### src/rtl/mux_rr_n_pkg.sv
// Shared types, default sizes and the channel-index wrap helper for mux_rr_n.
package mux_pkg;

  typedef enum logic {MODE_FIXED = 1'b0, MODE_RR = 1'b1} mux_mode_e;

  typedef enum logic {StEmpty = 1'b0, StFull = 1'b1} out_state_e;

  localparam int unsigned NChDefault = 8;
  localparam int unsigned WDefault   = 8;

  function automatic int unsigned next_idx(input int unsigned idx, input int unsigned n);
    return (idx + 1 >= n) ? 0 : idx + 1;
  endfunction

endpackage

### src/rtl/mux_rr_n_rr_pick.sv
// Combinational rotate-priority finder: first set req bit at or above ptr, wrapping.
module rr_pick #(
  parameter int unsigned N_CH = 8,
  parameter int unsigned SW   = $clog2(N_CH)
) (
  input  logic [N_CH-1:0] req,
  input  logic [SW-1:0]   ptr,
  output logic            found,
  output logic [SW-1:0]   idx
);

  logic [2*N_CH-1:0] rot;
  logic [SW-1:0]     off;
  logic [SW:0]       sum;

  always_comb begin
    rot   = {req, req} >> ptr;
    found = 1'b0;
    off   = '0;
    // Descending scan so the smallest offset from ptr wins.
    for (int k = int'(N_CH) - 1; k >= 0; k--) begin
      if (rot[k]) begin
        found = 1'b1;
        off   = SW'(k);
      end
    end
    sum = {1'b0, ptr} + {1'b0, off};
    if (sum >= (SW + 1)'(N_CH)) begin
      sum = sum - (SW + 1)'(N_CH);
    end
    idx = sum[SW-1:0];
  end

endmodule

### src/rtl/mux_rr_n.sv
// N-channel registered stream selector, fixed or round-robin arbitration.
// Optional out_par (even parity of out_data) enabled by defining MUX_PARITY_EN.
module mux_rr_n
  import mux_pkg::*;
#(
  parameter int unsigned N_CH = NChDefault,
  parameter int unsigned W    = WDefault,
  parameter int unsigned SW   = $clog2(N_CH)
) (
  input  logic              clk,
  input  logic              rst,
  input  logic [N_CH*W-1:0] in_data,
  input  logic [N_CH-1:0]   in_valid,
  output logic [N_CH-1:0]   in_ready,
  input  logic [SW-1:0]     sel,
  input  logic              mode,
  output logic [W-1:0]      out_data,
  output logic              out_valid,
  input  logic              out_ready,
  output logic [SW-1:0]     out_ch
`ifdef MUX_PARITY_EN
  ,
  output logic              out_par
`endif
);

  out_state_e    state_q, state_d;
  logic [W-1:0]  data_q, data_d;
  logic [SW-1:0] ch_q, ch_d;
  logic [SW-1:0] ptr_q, ptr_d;
  logic [W-1:0]  ch_data [N_CH];
  logic          load, fixed_ok, rr_found, cand_ok, grant;
  logic [SW-1:0] rr_idx, cand;
  mux_mode_e     mode_e;

  for (genvar i = 0; i < N_CH; i++) begin : g_unpack
    assign ch_data[i] = in_data[i*W +: W];
  end

  rr_pick #(
    .N_CH (N_CH),
    .SW   (SW)
  ) u_rr_pick (
    .req   (in_valid),
    .ptr   (ptr_q),
    .found (rr_found),
    .idx   (rr_idx)
  );

  always_comb begin
    mode_e   = mux_mode_e'(mode);
    load     = (state_q == StEmpty) || out_ready;
    // Out-of-range sel behaves as an idle channel.
    fixed_ok = 1'b0;
    if (32'(sel) < N_CH) begin
      fixed_ok = in_valid[sel];
    end
    if (mode_e == MODE_RR) begin
      cand    = rr_idx;
      cand_ok = rr_found;
    end else begin
      cand    = sel;
      cand_ok = fixed_ok;
    end
    grant    = load && cand_ok && !rst;
    in_ready = '0;
    if (grant) begin
      in_ready[cand] = 1'b1;
    end

    state_d = state_q;
    data_d  = data_q;
    ch_d    = ch_q;
    ptr_d   = ptr_q;
    if (grant) begin
      state_d = StFull;
      data_d  = ch_data[cand];
      ch_d    = cand;
      if (mode_e == MODE_RR) begin
        ptr_d = SW'(next_idx(32'(cand), N_CH));
      end
    end else if (load) begin
      state_d = StEmpty;
    end
  end

  always_ff @(posedge clk or posedge rst) begin
    if (rst) begin
      state_q <= StEmpty;
      data_q  <= '0;
      ch_q    <= '0;
      ptr_q   <= '0;
    end else begin
      state_q <= state_d;
      data_q  <= data_d;
      ch_q    <= ch_d;
      ptr_q   <= ptr_d;
    end
  end

  assign out_valid = (state_q == StFull);
  assign out_data  = data_q;
  assign out_ch    = ch_q;

`ifdef MUX_PARITY_EN
  logic par_q, par_d;

  always_comb begin
    par_d = par_q;
    if (grant) begin
      par_d = ^ch_data[cand];
    end
  end

  always_ff @(posedge clk or posedge rst) begin
    if (rst) begin
      par_q <= 1'b0;
    end else begin
      par_q <= par_d;
    end
  end

  assign out_par = par_q;
`endif

endmodule
### config.mk
export PLATFORM = sky130hd
export DESIGN_NAME = mux_rr_n
export DESIGN_NICKNAME = d
export VERILOG_FILES = /design/src/rtl/mux_rr_n_pkg.sv /design/src/rtl/mux_rr_n_rr_pick.sv /design/src/rtl/mux_rr_n.sv
export SDC_FILE = /design/constraint.sdc
export NUM_CORES = 1
export LEC_CHECK = 0
export ABC_AREA = 1
export BUFFER_PORTS_ARGS = -buffer_cell sky130_fd_sc_hd__buf_2
export CORE_MARGIN = 2
export CORE_UTILIZATION = 40
export CTS_CLUSTER_SIZE = 28
export DETAILED_ROUTE_END_ITERATION = 6
export PLACE_DENSITY = 0.78
export SLEW_MARGIN = 20
export SYNTH_ARGS = -nofsm -noshare
export SYNTH_HDL_FRONTEND = slang
export SYNTH_SLANG_ARGS = --single-unit
### constraint.sdc
create_clock -name clk -period 4.3 [get_ports clk]
set_input_delay 0.645 -clock clk [delete_from_list [all_inputs] [get_ports clk]]
set_output_delay 0.645 -clock clk [all_outputs]
set_load 0.03 [all_outputs]
==> results.sh <==
export IMPL_cts_buffer_depth=2
export IMPL_crit_required_ns=3.65
export IMPL_synth_nets=399
export IMPL_clk_insertion_delay_late_ns=0.25
export IMPL_post_cts_buffers=0
export IMPL_drive_gt1_frac=0.332
export IMPL_worstHoldPathType="primary input to async pin"
export IMPL_p_leak_nw=1.30
export IMPL_top_layer="met4"
export IMPL_start_util=0.423
export IMPL_cts_reportedPaths_clkPinSlew_ns=0.06
export IMPL_worst_pin_slew_ns=0.553
export IMPL_h_tree_depth=1
export IMPL_p_total_mw=1.82
export IMPL_antenna_cells=0
export IMPL_synth_cell_types=30
export IMPL_drt_antenna_violating_nets=0
export IMPL_die_y_um=72.3
export IMPL_arrival_ns=3.25
export IMPL_route_detailed_drc=0
export IMPL_layout_commonest_cell="buf_2"
export IMPL_boundaryPins=99
export IMPL_num_vias=2378
export IMPL_route_detailed_wl_per_inst_um=11.7
export IMPL_avgSynthCellArea_um2=5.88
export IMPL_maxCapViolations=0
export IMPL_setup_viol=0
export IMPL_yosysWarnings=0
export IMPL_critPathCaptureType="output pin"
export IMPL_grt_pass1_vias=2168
export IMPL_worst_hold_slack_ns=0.444
export IMPL_dr_wl_met2_um=2670
export IMPL_die_width_um=72.3
export IMPL_cts_made_buffers=3
export IMPL_critPathKind="flip-flop to output pin"
export IMPL_viasPerCell=5.18
export IMPL_max_slew_margin_rel=0.631
export IMPL_synth_top_area_cell="dfrtp_1"
export IMPL_timing_final_ws_setup_ns=0.405
export IMPL_wl_met1_um=2290
export IMPL_cts_tree="built"
export IMPL_grtUsageTotal=0.215
export IMPL_fin_setup_tns_ns=0
export IMPL_io_buffers=98
export IMPL_clock_sinks=15
export IMPL_drtIter0Drc=84
export IMPL_syn_inst=317
export IMPL_vdd_drop_max_v=0.000311
export IMPL_final_nets=490
export IMPL_dp_slack_ns=0.449
export IMPL_grt_pass1_wl_um=9110
export IMPL_outcome="completed"
export IMPL_grt_overflow=0
export IMPL_ys_seq_area_frac=0.201
export IMPL_antenna_found_initial=0
export IMPL_gp_congestion=0.860
export IMPL_final_cell_mix="98 x buf_2, 84 x nand2_1, 50 x nor2_1, 36 x o21ai_0, 24 x nand3_1"
export IMPL_syn2layout_area_growth_pct=28.3
export IMPL_period_needed_ns=3.89
export IMPL_rows=24
export IMPL_dr_wl_met3_um=265
export IMPL_skew_ns=0.00228
export IMPL_dp_hpwl_um=4360
export IMPL_fmax_ghz=0.257
export IMPL_grt_start_max_net_pins=34
export IMPL_firstDrtPassIters=4
export IMPL_die_area_um2=5230
export IMPL_drt_wl_total_um=5380
export IMPL_finalHoldViolations=0
export IMPL_power_density_nw_per_um2=760
export IMPL_cp_max_fo=24
export IMPL_cts_root_buffer="clkbuf_8"
export IMPL_crit_path_start_kind="flip-flop"
export IMPL_synth_cell_area_um2=1870
export IMPL_ys_seq_elements=15
export IMPL_synth_top_area_share=0.201
export IMPL_finalCritPeriodShare=0.906
export IMPL_synthTopCellsByArea="dfrtp_1 20%, nand2_1 17%, nor2_1 10%, o21ai_0 9.9%, nand3_1 6.4%"
export IMPL_slew_violations=0
export IMPL_rsz0062_at_grt="no"
export IMPL_core_area_um2=4410
worst paths after layout:
path                        startpoint     endpoint  slack (ns)  depth (start not counted)
hold reg to reg            out_data[5]  out_data[5]        0.48                          2
min in group clk           out_data[5]  out_data[5]        0.48                          2
max in group asynchronous          rst     ptr_q[1]        3.46                          2
setup reg to reg              ptr_q[0]  out_data[4]        0.96                         21
hold / removal                     rst    out_valid        0.44                          2
setup / recovery              ptr_q[0]  in_ready[7]        0.41                         19
cell usage after synthesis (all sizes together):
library cell	n
a21boi	1
a21oi	5
a31oi	2
buf	9
clkbuf	8
dfrtp	15
fa	1
ha	2
inv	23
nand2	99
nand3	30
nand4	1
nor2	53
nor3	4
nor4	1
o21ai	45
o22ai	16
o31ai	1
xnor2	1
flip-flops by register name (all words and copies together), names as in the netlist:
register	count
out_data	8
out_ch	3
ptr_q	3
out_valid	1
layer usage:
metal  vias up  global-route usage
li1       1226                   -
met1      1046               0.255
met2        91               0.397
met3        15              0.0167
met4         0              0.0881
met5         -                   0
critical path: stages, from the launching register on:
cell and delay, ns:
dfrtp_2 0.52, inv_8 0.09, nand2_2 0.07, nand3_1 0.08, nand3_1 0.10, nand2_1 0.10, a31oi_1 0.13, o21ai_0 0.09
nand2_1 0.06, a21boi_0 0.08, ha_1 0.19, fa_1 0.37, xnor2_1 0.19, inv_1 0.06, nand3_1 0.10, nand3_2 0.13
nand2_4 0.23, nand2_1 0.10, nor2_1 0.10, buf_2 0.20
power breakdown:
group | internal (mW) | switching [mW] | total [mW]
Combinational | 0.484 | 0.944 | 1.43
Clock | 0.0643 | 0.0529 | 0.117
Sequential | 0.208 | 0.0670 | 0.275
cell families (layout without fill, tap and decap cells):
family	Yosys count	in the layout	synth area share
simple gates	188	188	0.455
flops	15	15	0.201
buf+inv	40	130	0.113
compound gates	70	70	0.203
fa+ha+maj	3	3	0.0241
xor+xnor	1	1	0.00470
per-stage QoR:
stage / std cells / instance area [um^2] / utilization
2_1_floorplan: 317 / 1870 / -
3_3_place_gp: 455 / 2340 / 0.531
3_5_place_dp: 455 / 2340 / 0.531
4_1_cts: 459 / 2390 / 0.542
5_1_grt: 459 / 2390 / 0.542
6_report: 459 / 2390 / 0.542
layout make-up:
cell class / count / area [um^2]
fill: 447 / 2020
multi-input combinational: 262 / 1280
timing repair buffer: 103 / 528
sequential: 15 / 378
inverter: 23 / 96.3
tap: 52 / 65.1
clock buffer: 3 / 41.3
clock inverter: 1 / 5.00
repair_timing:
action | CTS | global route
hold buffers | 0 | 0
gates resized for setup | 0 | 2
endpoints found under the hold margin | 0 | 0
setup endpoints to repair | 0 | 4
Power figures use the tool's default switching activity.
